==> config.mk <==
export PLATFORM = sky130hd
export DESIGN_NAME = mem_port_arbiter_flat
export DESIGN_NICKNAME = d
export VERILOG_FILES = /design/src/rtl/mem_port_arbiter_if.sv /design/src/rtl/mem_port_arbiter.sv /design/src/flat_wrapper.sv
export SDC_FILE = /design/constraint.sdc
export NUM_CORES = 1
export LEC_CHECK = 0
export CORE_UTILIZATION = 38
export CTS_BUF_LIST = sky130_fd_sc_hd__clkbuf_4 sky130_fd_sc_hd__clkbuf_8
export DETAILED_ROUTE_END_ITERATION = 8
export HOLD_SLACK_MARGIN = 0.15
export PLACE_DENSITY = 0.79
export SYNTH_ARGS = -nofsm -noshare
export SYNTH_HDL_FRONTEND = slang
export SYNTH_SLANG_ARGS = --single-unit
==> constraint.sdc <==
create_clock -name clk -period 6.9 [get_ports clk]
set_input_delay 2.07 -clock clk [delete_from_list [all_inputs] [get_ports clk]]
set_output_delay 2.07 -clock clk [all_outputs]
set_load 0.02 [all_outputs]
==> src/rtl/mem_port_arbiter_if.sv <==
// Bus bundle for mem_port_arbiter: core fetch port, core data port and memory port.
// master = arbiter side, slave = core/memory environment side.
interface mem_port_arbiter_if #(parameter int ADDR_W = 32);
    logic              if_req;
    logic [ADDR_W-1:0] if_addr;
    logic              if_gnt;
    logic              if_rvalid;
    logic [31:0]       if_rdata;
    logic              d_req;
    logic              d_we;
    logic [2:0]        d_funct3;
    logic [ADDR_W-1:0] d_addr;
    logic [31:0]       d_wdata;
    logic              d_gnt;
    logic              d_done;
    logic              d_err;
    logic [31:0]       d_rdata;
    logic              mem_req;
    logic              mem_we;
    logic [ADDR_W-1:0] mem_addr;
    logic [3:0]        mem_be;
    logic [31:0]       mem_wdata;
    logic              mem_ready;
    logic              mem_rvalid;
    logic [31:0]       mem_rdata;

    modport master (
        input  if_req, if_addr, d_req, d_we, d_funct3, d_addr, d_wdata,
               mem_ready, mem_rvalid, mem_rdata,
        output if_gnt, if_rvalid, if_rdata, d_gnt, d_done, d_err, d_rdata,
               mem_req, mem_we, mem_addr, mem_be, mem_wdata
    );

    modport slave (
        output if_req, if_addr, d_req, d_we, d_funct3, d_addr, d_wdata,
               mem_ready, mem_rvalid, mem_rdata,
        input  if_gnt, if_rvalid, if_rdata, d_gnt, d_done, d_err, d_rdata,
               mem_req, mem_we, mem_addr, mem_be, mem_wdata
    );
endinterface

==> src/rtl/mem_port_arbiter.sv <==
// Shares one single-port 32-bit memory between fetch and load/store, one access at a time.
// Define RR_ARB_EN for round-robin arbitration; default is data-over-fetch fixed priority.
module mem_port_arbiter #(
    parameter int ADDR_W = 32
) (
    input logic               clk,
    input logic               rst,
    mem_port_arbiter_if.master bus
);
    localparam logic [1:0] S_IDLE = 2'd0;
    localparam logic [1:0] S_REQ  = 2'd1;
    localparam logic [1:0] S_RESP = 2'd2;
    localparam logic [1:0] S_ERR  = 2'd3;

    logic [1:0]        state_q, state_d;
    logic              own_d_q, own_d_d;      // 1 = data path owns the transaction
    logic [ADDR_W-1:0] addr_q, addr_d;
    logic              we_q, we_d;
    logic [2:0]        f3_q, f3_d;
    logic [3:0]        be_q, be_d;
    logic [31:0]       wdata_q, wdata_d;
    logic              if_rvalid_q, if_rvalid_d;
    logic [31:0]       if_rdata_q, if_rdata_d;
    logic              d_done_q, d_done_d;
    logic              d_err_q, d_err_d;
    logic [31:0]       d_rdata_q, d_rdata_d;
`ifdef RR_ARB_EN
    logic              last_d_q, last_d_d;
`endif

    logic        idle, pick_d, pick_if, mis, rd_done;
    logic [3:0]  st_be;
    logic [31:0] st_wdata, shifted, load_ext;

    assign idle = (state_q == S_IDLE);

`ifdef RR_ARB_EN
    assign pick_d = bus.d_req & (~bus.if_req | ~last_d_q);
`else
    assign pick_d = bus.d_req;
`endif
    assign pick_if = bus.if_req & ~pick_d;

    // Size comes from funct3[1:0]; the unused encodings fall through to word.
    always_comb begin
        mis      = 1'b0;
        st_be    = 4'b1111;
        st_wdata = bus.d_wdata;
        case (bus.d_funct3[1:0])
            2'b00: begin
                st_be    = 4'b0001 << bus.d_addr[1:0];
                st_wdata = {4{bus.d_wdata[7:0]}};
            end
            2'b01: begin
                mis      = bus.d_addr[0];
                st_be    = 4'b0011 << bus.d_addr[1:0];
                st_wdata = {2{bus.d_wdata[15:0]}};
            end
            default: mis = |bus.d_addr[1:0];
        endcase
    end

    always_comb begin
        shifted = bus.mem_rdata >> {addr_q[1:0], 3'b000};
        case (f3_q)
            3'b000:  load_ext = {{24{shifted[7]}}, shifted[7:0]};
            3'b001:  load_ext = {{16{shifted[15]}}, shifted[15:0]};
            3'b100:  load_ext = {24'd0, shifted[7:0]};
            3'b101:  load_ext = {16'd0, shifted[15:0]};
            default: load_ext = shifted;
        endcase
    end

    assign rd_done = ((state_q == S_REQ) & bus.mem_ready & ~we_q & bus.mem_rvalid) |
                     ((state_q == S_RESP) & bus.mem_rvalid);

    always_comb begin
        state_d     = state_q;
        own_d_d     = own_d_q;
        addr_d      = addr_q;
        we_d        = we_q;
        f3_d        = f3_q;
        be_d        = be_q;
        wdata_d     = wdata_q;
        if_rvalid_d = 1'b0;
        if_rdata_d  = if_rdata_q;
        d_done_d    = 1'b0;
        d_err_d     = 1'b0;
        d_rdata_d   = d_rdata_q;
`ifdef RR_ARB_EN
        last_d_d    = last_d_q;
`endif
        case (state_q)
            S_IDLE: begin
                if (pick_d) begin
                    own_d_d = 1'b1;
                    addr_d  = bus.d_addr;
                    we_d    = bus.d_we;
                    f3_d    = bus.d_funct3;
                    be_d    = bus.d_we ? st_be : 4'b1111;
                    wdata_d = bus.d_we ? st_wdata : 32'd0;
`ifdef RR_ARB_EN
                    last_d_d = 1'b1;
`endif
                    if (mis) begin
                        state_d  = S_ERR;
                        d_done_d = 1'b1;
                        d_err_d  = 1'b1;
                    end else begin
                        state_d  = S_REQ;
                    end
                end else if (pick_if) begin
                    own_d_d = 1'b0;
                    addr_d  = bus.if_addr;
                    we_d    = 1'b0;
                    f3_d    = 3'b010;
                    be_d    = 4'b1111;
                    wdata_d = 32'd0;
                    state_d = S_REQ;
`ifdef RR_ARB_EN
                    last_d_d = 1'b0;
`endif
                end
            end
            S_REQ: begin
                if (bus.mem_ready) begin
                    if (we_q) begin
                        state_d  = S_IDLE;
                        d_done_d = 1'b1;
                    end else begin
                        state_d  = bus.mem_rvalid ? S_IDLE : S_RESP;
                    end
                end
            end
            S_RESP:  if (bus.mem_rvalid) state_d = S_IDLE;
            default: state_d = S_IDLE;
        endcase

        if (rd_done) begin
            if (own_d_q) begin
                d_done_d  = 1'b1;
                d_rdata_d = load_ext;
            end else begin
                if_rvalid_d = 1'b1;
                if_rdata_d  = bus.mem_rdata;
            end
        end
    end

    always_ff @(posedge clk or posedge rst) begin
        if (rst) begin
            state_q     <= S_IDLE;
            own_d_q     <= 1'b0;
            addr_q      <= '0;
            we_q        <= 1'b0;
            f3_q        <= 3'd0;
            be_q        <= 4'd0;
            wdata_q     <= 32'd0;
            if_rvalid_q <= 1'b0;
            if_rdata_q  <= 32'd0;
            d_done_q    <= 1'b0;
            d_err_q     <= 1'b0;
            d_rdata_q   <= 32'd0;
`ifdef RR_ARB_EN
            last_d_q    <= 1'b1;
`endif
        end else begin
            state_q     <= state_d;
            own_d_q     <= own_d_d;
            addr_q      <= addr_d;
            we_q        <= we_d;
            f3_q        <= f3_d;
            be_q        <= be_d;
            wdata_q     <= wdata_d;
            if_rvalid_q <= if_rvalid_d;
            if_rdata_q  <= if_rdata_d;
            d_done_q    <= d_done_d;
            d_err_q     <= d_err_d;
            d_rdata_q   <= d_rdata_d;
`ifdef RR_ARB_EN
            last_d_q    <= last_d_d;
`endif
        end
    end

    assign bus.if_gnt    = idle & pick_if;
    assign bus.d_gnt     = idle & pick_d;
    assign bus.if_rvalid = if_rvalid_q;
    assign bus.if_rdata  = if_rdata_q;
    assign bus.d_done    = d_done_q;
    assign bus.d_err     = d_err_q;
    assign bus.d_rdata   = d_rdata_q;
    assign bus.mem_req   = (state_q == S_REQ);
    assign bus.mem_we    = bus.mem_req & we_q;
    assign bus.mem_addr  = bus.mem_req ? {addr_q[ADDR_W-1:2], 2'b00} : '0;
    assign bus.mem_be    = bus.mem_req ? be_q : 4'd0;
    assign bus.mem_wdata = bus.mem_req ? wdata_q : 32'd0;
endmodule
==> src/flat_wrapper.sv <==
// flat-port wrapper written by rule: the top's interface ports become plain ports
module mem_port_arbiter_flat 
#(
    parameter int ADDR_W = 32
)
  (clk, rst, bus_if_req, bus_if_addr, bus_d_req, bus_d_we, bus_d_funct3, bus_d_addr, bus_d_wdata, bus_mem_ready, bus_mem_rvalid, bus_mem_rdata, bus_if_gnt, bus_if_rvalid, bus_if_rdata, bus_d_gnt, bus_d_done, bus_d_err, bus_d_rdata, bus_mem_req, bus_mem_we, bus_mem_addr, bus_mem_be, bus_mem_wdata);
  mem_port_arbiter_if #(.ADDR_W(ADDR_W)) bus_i ();
  input logic clk;
  input logic rst;
  input wire logic [$bits(bus_i.if_req)-1:0] bus_if_req;
  input wire logic [$bits(bus_i.if_addr)-1:0] bus_if_addr;
  input wire logic [$bits(bus_i.d_req)-1:0] bus_d_req;
  input wire logic [$bits(bus_i.d_we)-1:0] bus_d_we;
  input wire logic [$bits(bus_i.d_funct3)-1:0] bus_d_funct3;
  input wire logic [$bits(bus_i.d_addr)-1:0] bus_d_addr;
  input wire logic [$bits(bus_i.d_wdata)-1:0] bus_d_wdata;
  input wire logic [$bits(bus_i.mem_ready)-1:0] bus_mem_ready;
  input wire logic [$bits(bus_i.mem_rvalid)-1:0] bus_mem_rvalid;
  input wire logic [$bits(bus_i.mem_rdata)-1:0] bus_mem_rdata;
  output wire logic [$bits(bus_i.if_gnt)-1:0] bus_if_gnt;
  output wire logic [$bits(bus_i.if_rvalid)-1:0] bus_if_rvalid;
  output wire logic [$bits(bus_i.if_rdata)-1:0] bus_if_rdata;
  output wire logic [$bits(bus_i.d_gnt)-1:0] bus_d_gnt;
  output wire logic [$bits(bus_i.d_done)-1:0] bus_d_done;
  output wire logic [$bits(bus_i.d_err)-1:0] bus_d_err;
  output wire logic [$bits(bus_i.d_rdata)-1:0] bus_d_rdata;
  output wire logic [$bits(bus_i.mem_req)-1:0] bus_mem_req;
  output wire logic [$bits(bus_i.mem_we)-1:0] bus_mem_we;
  output wire logic [$bits(bus_i.mem_addr)-1:0] bus_mem_addr;
  output wire logic [$bits(bus_i.mem_be)-1:0] bus_mem_be;
  output wire logic [$bits(bus_i.mem_wdata)-1:0] bus_mem_wdata;
  assign bus_i.if_req = bus_if_req;
  assign bus_i.if_addr = bus_if_addr;
  assign bus_i.d_req = bus_d_req;
  assign bus_i.d_we = bus_d_we;
  assign bus_i.d_funct3 = bus_d_funct3;
  assign bus_i.d_addr = bus_d_addr;
  assign bus_i.d_wdata = bus_d_wdata;
  assign bus_i.mem_ready = bus_mem_ready;
  assign bus_i.mem_rvalid = bus_mem_rvalid;
  assign bus_i.mem_rdata = bus_mem_rdata;
  assign bus_if_gnt = bus_i.if_gnt;
  assign bus_if_rvalid = bus_i.if_rvalid;
  assign bus_if_rdata = bus_i.if_rdata;
  assign bus_d_gnt = bus_i.d_gnt;
  assign bus_d_done = bus_i.d_done;
  assign bus_d_err = bus_i.d_err;
  assign bus_d_rdata = bus_i.d_rdata;
  assign bus_mem_req = bus_i.mem_req;
  assign bus_mem_we = bus_i.mem_we;
  assign bus_mem_addr = bus_i.mem_addr;
  assign bus_mem_be = bus_i.mem_be;
  assign bus_mem_wdata = bus_i.mem_wdata;
  mem_port_arbiter #(.ADDR_W(ADDR_W)) u_core (.clk(clk), .rst(rst), .bus(bus_i));
endmodule
---- Word level (Yosys, flattened, before mapping) ----
Index checks and enable logic that the tools add are counted.
cells by class
  reductions and logical operators ........ 9
  mux-type cells .......................... 38
  shift operators ......................... 3
  bitwise gates (word level) .............. 12
  equality and inequality tests ........... 9
operators by type and width
  kind                   count
  $mux W32               7
  $pmux W32 S4           1
  $pmux W32 S2           1
  $shr A32 B5 Y32        1
  $mux W4                4
  $mux W2                7
  $mux W1                12
  $and A1 B1 Y1          8
  $pmux W4 S2            1
  $eq A3 B3 Y1 const B   2
  $mux W3                2
  $pmux W2 S3            1
  $reduce_and A2 Y1      3
  $eq A2 B1 Y1 const B   2
  $logic_not A2 Y1       2
  $ne A2 B2 Y1 const B   2
  $pmux W1 S2            2
  $shl A1 B2 Y4 const A  1
  $shl A2 B2 Y4 const A  1
  $eq A3 B1 Y1 const B   1
  $logic_not A3 Y1       1
  $ne A3 B3 Y1 const B   1
  $not A1 Y1             3
  $reduce_and A3 Y1      1
  other kinds (4)        4
word-level totals
  input bits .............................. 138
  register bits ........................... 142
  output and inout port bits .............. 139

---- Depth between registers and ports, before layout ----
Gate-level depths: netlist of the first run.
  word-level depth ........................ 7
  mapped depth ............................ 6
  depth with buffers taken out ............ 5

---- Worst setup path after synthesis of the first run ----
Ideal clock, no wire load.
  path type ............................... input-to-output
  start point ............................. in bus_d_req
  end point ............................... out bus_if_gnt
  path slack .............................. 1919 ps
  data arrival time ....................... 2911 ps
  stages .................................. 3
  cell sequence ........................... buf_2 > buf_1 > nor2_1
between the ends
  cells in the longest elaborated chain, start to end .. 3
ends and longest elaborated chain
  element             RTL line                 text
  start: declaration  flat_wrapper.sv:12       input wire logic [$bits(bus_i.d_req)-1:0] bus_d_req;
  $not A1 Y1          mem_port_arbiter.sv:42   assign pick_if = bus.if_req & ~pick_d;
  $and A1 B1 Y1       mem_port_arbiter.sv:42
  $and A1 B1 Y1       mem_port_arbiter.sv:186  assign bus.if_gnt = idle & pick_if;
  end: declaration    flat_wrapper.sv:20       output wire logic [$bits(bus_i.if_gnt)-1:0] bus_if_gnt;
No other way between the ends.

---- Final worst setup path of the first run ----
  start point ............................. in bus_if_req
  end point ............................... out bus_if_gnt
between the ends
  cells in the longest elaborated chain, start to end .. 2
ends and longest elaborated chain
  element             RTL line                 text
  start: declaration  flat_wrapper.sv:10       input wire logic [$bits(bus_i.if_req)-1:0] bus_if_req;
  $and A1 B1 Y1       mem_port_arbiter.sv:42
  $and A1 B1 Y1       mem_port_arbiter.sv:186
No other way between the ends.

==> results.md, run 1 <==
- The kind of end point of the critical path is an output pin.
- The distinct cell type count after synthesis is 41.
- The first-pass detailed-route iteration total is 4.
- The via-per-instance ratio is approximately 5.1.
- The total number of vias is a little under 6000.
- STA puts the critical path data required time at ~4.8 ns.
- The total overflow left after global routing is 0.
- The instance count after placement with tap cells included is around 1100.
- The type of origin of the critical path is a primary input.
- The final cycle utilization of the critical path is 0.7990.
- The row count is a little under 50.
- The count of final max-slew check failures is 0.
- The core area is 18020 um^2.
- In this run the worst path has a maximum fanout of 3.
- The congestion estimate from routability-driven global placement came to between 0.8 and 0.9.
- For this run, the share of the core covered by cells in the final layout is 0.5707.
- The global-route usage over all layers is 0.2247.
- Setup violations remaining at the end of the flow were counted as 0.
- Summing internal, switching and leakage power gives about 4.4 mW.
- The floorplan step defined a die boundary enclosing around 19000 um^2.
- In this run the post-CTS setup repair buffer count came out at 0.
- The CTS clock-pin slew for the worst setup and hold paths is ~0.080 ns.
- In the final design database the tool counted ~1100 nets.
- The reg2reg setup slack is roughly 4.2 ns.
- The global-route wire length before repair is roughly 32000 um.
- Counting every instance in the synthesized netlist gives about 660.
- For the pin with the worst max-slew slack, the measured transition is 1.184 ns.
- In this run the cell area measured after placement is 9871 um^2.
- No sink is reached through more buffers than the 2 on the longest clock path.
- Pin placement for this block handled around 280 I/O pins.
- The register bit total from synthesis is 142.
- The run finished with clean final reports.
- Measured against its own limit, the worst slew margin works out to 0.2091.
- The post-CTS resize count is 0.
- From left edge to right edge, the die measures about 140 um.
- The arrival time at the worst endpoint is around 3.4 ns.
- The finished cells cover roughly 10000 um^2.
- The number of antenna violations at the first check in global routing is 0.
- Counting flops with a built-in enable in the synthesized netlist gives 0.
- The count of hold buffers inserted by post-cts repair is 0.
- Yosys attributes the largest share of cell area to dfrtp_1 (51%), mux2i_1 (10%), and2_1 (6.7%).
- The highest clock frequency the design can meet is ~180 MHz.
- Setup repair after global routing left no endpoint under its margin.
- Of the post-synthesis cell area, the dominant cell type holds 0.5076.
- Of the cells placed in the final design, the portion with a size suffix greater than 1 is 0.08541.
- The later pin in the worst-skew pair is clocked with a latency of about 0.46 ns.
- The total wire length is ~21000 um.
- The detail route stage leaves a number of antenna-violating nets equal to 0.
- The die outline height is approximately 140 um.
- The number of maximum-capacitance constraint violations is 0.
- The number of clock buffers added by TritonCTS is 17.
- Across the VDD grid, the largest voltage drop is between 300 and 400 uV.
- During placement, the flow inserted port buffers numbering between 200 and 300.
- The most used flip-flop cell after synthesis is dfrtp_1.
- The clock tree from TritonCTS is yes.
- The average wire length per cell after detail routing is around 18 um.
- The average cell area after synthesis is about 11 um^2.
- The setup path with the least slack is of type in2out.
- Leaving out filler cells and counting taps, the final layout contains about 1200.
- The maximum clock skew at final layout is around 0.016 ns.
- After detailed routing, the number of remaining DRC violations is 0.
- For this run, the number of Yosys warnings is 0.
- The library cell with the largest summed area after synthesis is dfrtp_1.
- The via count of the first global-routing pass is 5780.
- The clock tree synthesis step divided the H-tree into 4 levels.
- After the first detailed-routing iteration, the DRC count stood at 300.
- The final hold violation count was 0.
- The initial utilization of the core area, before any placement, comes to 0.3884.
- The area growth from synthesis to layout is 46.95%.
- The post-synthesis cell area is about 7000 um^2.
- In this run the worst hold path is classified as reg2reg.
- Entering global routing, the biggest net connects ~100 pins.
- Of the synthesized area, sequential elements account for 0.5076.
- The static leakage is 4.528 nW.
- The clock net sink count is ~140.
- The worst path in the final design needs a cycle of about 5.5 ns, including I/O delays and setup.
- The number of antenna diodes in the final layout is 0.
- The final sum of negative setup slack is 0 ns.
- The placed wire-length estimate after detailed placement is 15160 um.
- The proportion of register bits with asynchronous set or reset after synthesis is 1.000.
- The clock root buffer master is clkbuf_8.
- The power density over cell area is roughly 430 nW/um^2.
[worst max-delay path: stages]
cell,delay [ns]
clkdlybuf4s50_1,0.56
nand2_1,0.10
nor2_1,0.11
clkdlybuf4s50_1,0.61
[synth_stat cells (2+ instances only)]
cell type  count
buf_2         11
nor2b_1        2
o32a_1         3
inv_1          8
a211o_1        3
nand2b_1       4
mux2_1         9
mux2_2        11
nor2_1        26
a21oi_1       20
and2_1        75
dfrtp_1      142
mux2i_1       72
a31oi_1        2
o22a_1        16
nand2_1       92
a22o_1        16
clkbuf_1      26
o21ai_0       67
buf_4          5
o211ai_1       7
buf_6          3
mux2_4        20
[state kept, by name, indices dropped and copies added (netlist names)]
| signal | flops |
|---|---|
| u_core.bus.d_done | 1 |
| u_core.f3_q | 3 |
| u_core.bus.if_rvalid | 1 |
| u_core.bus.d_err | 1 |
| u_core.we_q | 1 |
| u_core.own_d_q | 1 |
| u_core.addr_q | 32 |
| u_core.bus.if_rdata | 32 |
| u_core.state_q | 2 |
| u_core.wdata_q | 32 |
| u_core.bus.d_rdata | 32 |
| u_core.be_q | 4 |
[logic make-up after synthesis]
kind of cell	Yosys count	synth area share
and+or+nand+nor	206	0.1458
AOI/OAI and AO/OA	142	0.1280
DFF	142	0.5076
muxes	113	0.1812
buffers and inverters	54	0.03682
other	1	0.0005357
[layer usage]
layer	GRT usage	wire length [um]	up-vias
met2	0.3833	10350	225
met4	0.05978	221	0
met5	0	0	-
li1	-	-	2773
met1	0.2727	8544	2854
met3	0.07064	1828	19
[power breakdown]
part | internal, mW | switching, mW
combinational | 1.09 | 1.14
clock | 0.383 | 0.323
sequential | 1.22 | 0.250
total | 2.69 | 1.71
[path summary, 6_finish.rpt]
check	from	end	depth (start not counted)
max in group asynchronous	rst	u_core.addr_q[8]	3
min	u_core.addr_q[2]	u_core.addr_q[2]	2
max	bus_if_req	bus_if_gnt	4
max reg2reg	u_core.state_q[1]	u_core.be_q[1]	5
min in group asynchronous	rst	u_core.addr_q[7]	2
min reg2reg	u_core.addr_q[2]	u_core.addr_q[2]	2
[placed cells by master (no fill, tap or decap), types with 2 or more instances in the layout]
cell type and count:
nand2_1 92, o22a_1 16, clkbuf_8 18, mux2_1 9, o32a_1 3, mux2i_1 72
a21oi_1 20, mux2_4 20, clkinv_2 3, and2_1 75, o211ai_1 7, buf_4 6
a31oi_1 2, a22o_1 16, nand2b_1 4, clkdlybuf4s50_1 273, a211o_1 2, conb_1 2
bufinv_16 3, dfrtp_1 142, o21ai_0 67, mux2_2 11, nor2_1 26, clkinv_4 3
inv_1 7, clkbuf_4 4
[area by class of cell]
| class | instances | area, um^2 |
|---|---|---|
| Clock buffer | 22 | 277.8 |
| Clock inverter | 10 | 138.9 |
| Fill cell | 1599 | 7737 |
| Inverter | 8 | 35.03 |
| Multi-Input combinational cell | 463 | 3213 |
| Sequential cell | 142 | 3553 |
| Tap cell | 229 | 286.5 |
| Timing Repair Buffer | 280 | 2783 |
[through the flow]
stage	hold slack [ns]	setup WS, ns
5_1_grt	0.5032	1.335
6_report	0.4724	1.387
2_1_floorplan	0.4418	1.020
3_3_place_gp	0.4518	1.413
3_5_place_dp	0.4619	1.408
4_1_cts	0.4798	1.393
(Power assumes the default switching activity.)
==> run 2: changes to the inputs <==
clock period = 5.65 ns   (was 6.9 ns; I/O delays follow)
==> run 2 against run 1 <==
  * First-iteration DRC count down 4.3%
  * Global-route usage up 0.56 points
  * Sequential power up 22%
  * Largest cell class unchanged
  * Die area unchanged
  * Count of clock-buffer cells in the layout down 2
  * Sequential share of layout area down 0.15 points
  * Routed wire length up 1.2%
  * Hold slack better by 0.00084 ns
  * Utilization up 0.26 points
  * Via count up 0.12%
  * Highest routed layer unchanged
==> results.md, run 2 (synthesized netlist as in run 1, its figures left out) <==
- At the placement stage, the worst setup path has a slack of between 0.9 and 1 ns.
- The relative contribution of combinational cells to total power is 0.505.
- Data on the critical path is required at its endpoint by between 3 and 4 ns.
- After global routing the overflow that remains totals 0.
- The number of remaining DRC errors is 0.
- Of the total power, the clock network draws 0.163.
- The core area is roughly 18000 um^2.
- At the pin with the least slew margin, the transition time is approximately 0.97 ns.
- The count of final max-slew check failures is 0.
- Clock tree synthesis found a total of around 140 sinks.
- The row count is between 40 and 50.
- The worst hold path belongs to the class reg2reg.
- The remaining antenna violation count is 0.
- The final hold violation count was 0.
- The worst setup path is captured at an output pin.
- The clock latency reported for the late side of the worst-skew pair is approximately 0.46 ns.
- On the final layout, the worst clock skew is 0.01083 ns.
- The first TritonRoute pass finished after 4 iterations.
- Once the clock tree was built, the resizer swapped 0 gates to a different size.
- The largest net degree at the start of global routing is 88.
- Of all nets on the critical path, the largest fanout is 3.
- Routability-driven placement finished with a final weighted congestion of between 0.8 and 0.9.
- Once routing completed, OpenROAD measured the worst setup slack at 0.8982 ns.
- Hold timing on the final database bottoms out at a slack of approximately 0.47 ns.
- The number of clock buffers inserted by TritonCTS is 17.
- The floorplan step set the die height to ~140 um.
- Setup repair after global routing left no endpoint under its margin.
- The number of buffers inserted to repair setup after CTS is 0.
- The initial utilization of the core area, before any placement, comes to 0.3884.
- From left edge to right edge, the die measures between 100 and 150 um.
- The final critical delay including setup and external delays is 4.752 ns.
- The number of port buffers is between 200 and 300.
- Internal power comes to roughly 3.3 mW.
- The number of antenna violations at the first check in global routing is 0.
- In the final routed layout, each cell accounts on average for ~18 um.
- The kind of critical path is in2out.
- Using the TritonRoute via totals, the vias-per-cell ratio works out to approximately 5.
- In the global route stage, overall resource usage came out at 0.2303.
- Compared with the post-synthesis result, the final layout area differs by 47.61%.
- Of the total power, the share spent switching nets is 0.3910.
- Max-cap violations in this run came to 0.
- The first-iteration detailed-routing DRC count is about 290.
- For this design, the CTS-stage hold fixing added 0 buffers.
- VDD sags by at most 371.6 uV.
- The maximum clock path buffer count is 2.
- The final sum of negative setup slack is 0 ns.
- Power spread over the standard cell area amounts to between 500 and 600 nW/um^2.
- The static leakage is approximately 4.5 nW.
- Setup violations remaining at the end of the flow were counted as 0.
- At the end of the flow the core is filled with cells to 0.5733.
- The global-route wire length before repair is 32490 um.
- The net count of the finished layout is 1053.
- The layout has approximately 1600 filler cells.
- For this design the total switching power over the nets is 2.121 mW.
- The flow ran to the end, and the final reports show no timing, DRC or antenna violations.
- The detailed router placed 5878 vias in this run.
- The placed wire-length estimate after detailed placement is 15580 um.
- The diode insertion count for antenna repair is 0.
- The clock root buffer master is clkbuf_8.
- The relative max-transition margin is 0.3548.
- Of the cells placed in the final design, the portion with a size suffix greater than 1 is 0.08836.
- The via count of the first global-routing pass is around 6000.
- The power share of the sequential group is 0.332.
- The most common cell after layout, fill and taps aside is clkdlybuf4s50_1.
- The final cycle utilization of the critical path is 0.8410.
- The post-route total power is 5.426 mW.
- Clock-pin slew was measured on the worst setup and hold paths at ~0.07 ns.
- The type of origin of the critical path is a primary input.
- During I/O placement, the number of pins put on the boundary was roughly 280.
- The area enclosed by the die boundary is about 19000 um^2.
- The H-tree was split into 4 levels.
- The total wire length is approximately 21000 um.
- In the layout the commonest cells are clkdlybuf4s50_1 (273), dfrtp_1 (142), nand2_1 (92), and2_1 (75), mux2i_1 (72).
- The highest clock frequency the design can meet is roughly 210 MHz.
- At the worst endpoint, the arrival time is 3.06 ns.
- TritonCTS built the clock tree.
[run 2: cell types whose count changed in the layout (fill, tap and decap cells not counted), sizes merged]
cell,delta
clkinv,-5
clkinvlp,+4
buf,+3
inv,+3
clkbuf,-2
[run 2: power by group through the flow]
stage | registers [mW] | logic, mW | clock network (mW)
CTS | 1.80 | 2.77 | 0.903
floorplan | 1.99 | 1.34 | 0
global placement | 1.81 | 2.71 | 0
global route | 1.87 | 2.97 | 0.942
finish | 1.80 | 2.74 | 0.885
detailed placement | 1.81 | 2.76 | 0
[run 2: critical path, cell delays in order]
cell and delay, ns:
clkdlybuf4s50_1 0.55, nand2_1 0.10, nor2_1 0.11, clkdlybuf4s50_1 0.61
[run 2: area by class of cell]
class | instances | area, um^2 | area share
multi-input cells | 463 | 3213 | 0.3109
inverters | 8 | 35.03 | 0.003390
repair buffers | 283 | 2818 | 0.2727
flip-flops and latches | 142 | 3553 | 0.3439
well taps | 229 | 286.5 | 0.02773
clock buffers | 20 | 269.0 | 0.02603
clock inverters | 12 | 158.9 | 0.01538
[run 2: final timing paths]
kind | startpoint | endpoint | slack, ns | depth (start not counted)
min in group asynchronous | rst | u_core.bus.if_rdata[31] | 1.77 | 2
max in group asynchronous | rst | u_core.state_q[0] | 2.96 | 3
max reg2reg | u_core.addr_q[1] | u_core.bus.d_rdata[26] | 3.20 | 4
min | u_core.addr_q[4] | u_core.addr_q[4] | 0.47 | 2
max | bus_if_req | bus_if_gnt | 0.90 | 4
min reg2reg | u_core.addr_q[4] | u_core.addr_q[4] | 0.47 | 2
[run 2: per-stage QoR]
stage,instance area [um^2],cells
2_1_floorplan,7004,659
3_3_place_gp,9906,1125
3_5_place_dp,9906,1125
4_1_cts,10330,1157
5_1_grt,10330,1157
6_report,10330,1157
[run 2: metal layers]
layer	routed length, um	vias to the layer above	global-route usage
met5	0	-	0
met4	281	0	0.06341
met3	1943	27	0.07064
met2	10530	261	0.4006
met1	8436	2811	0.2733
li1	-	2779	-
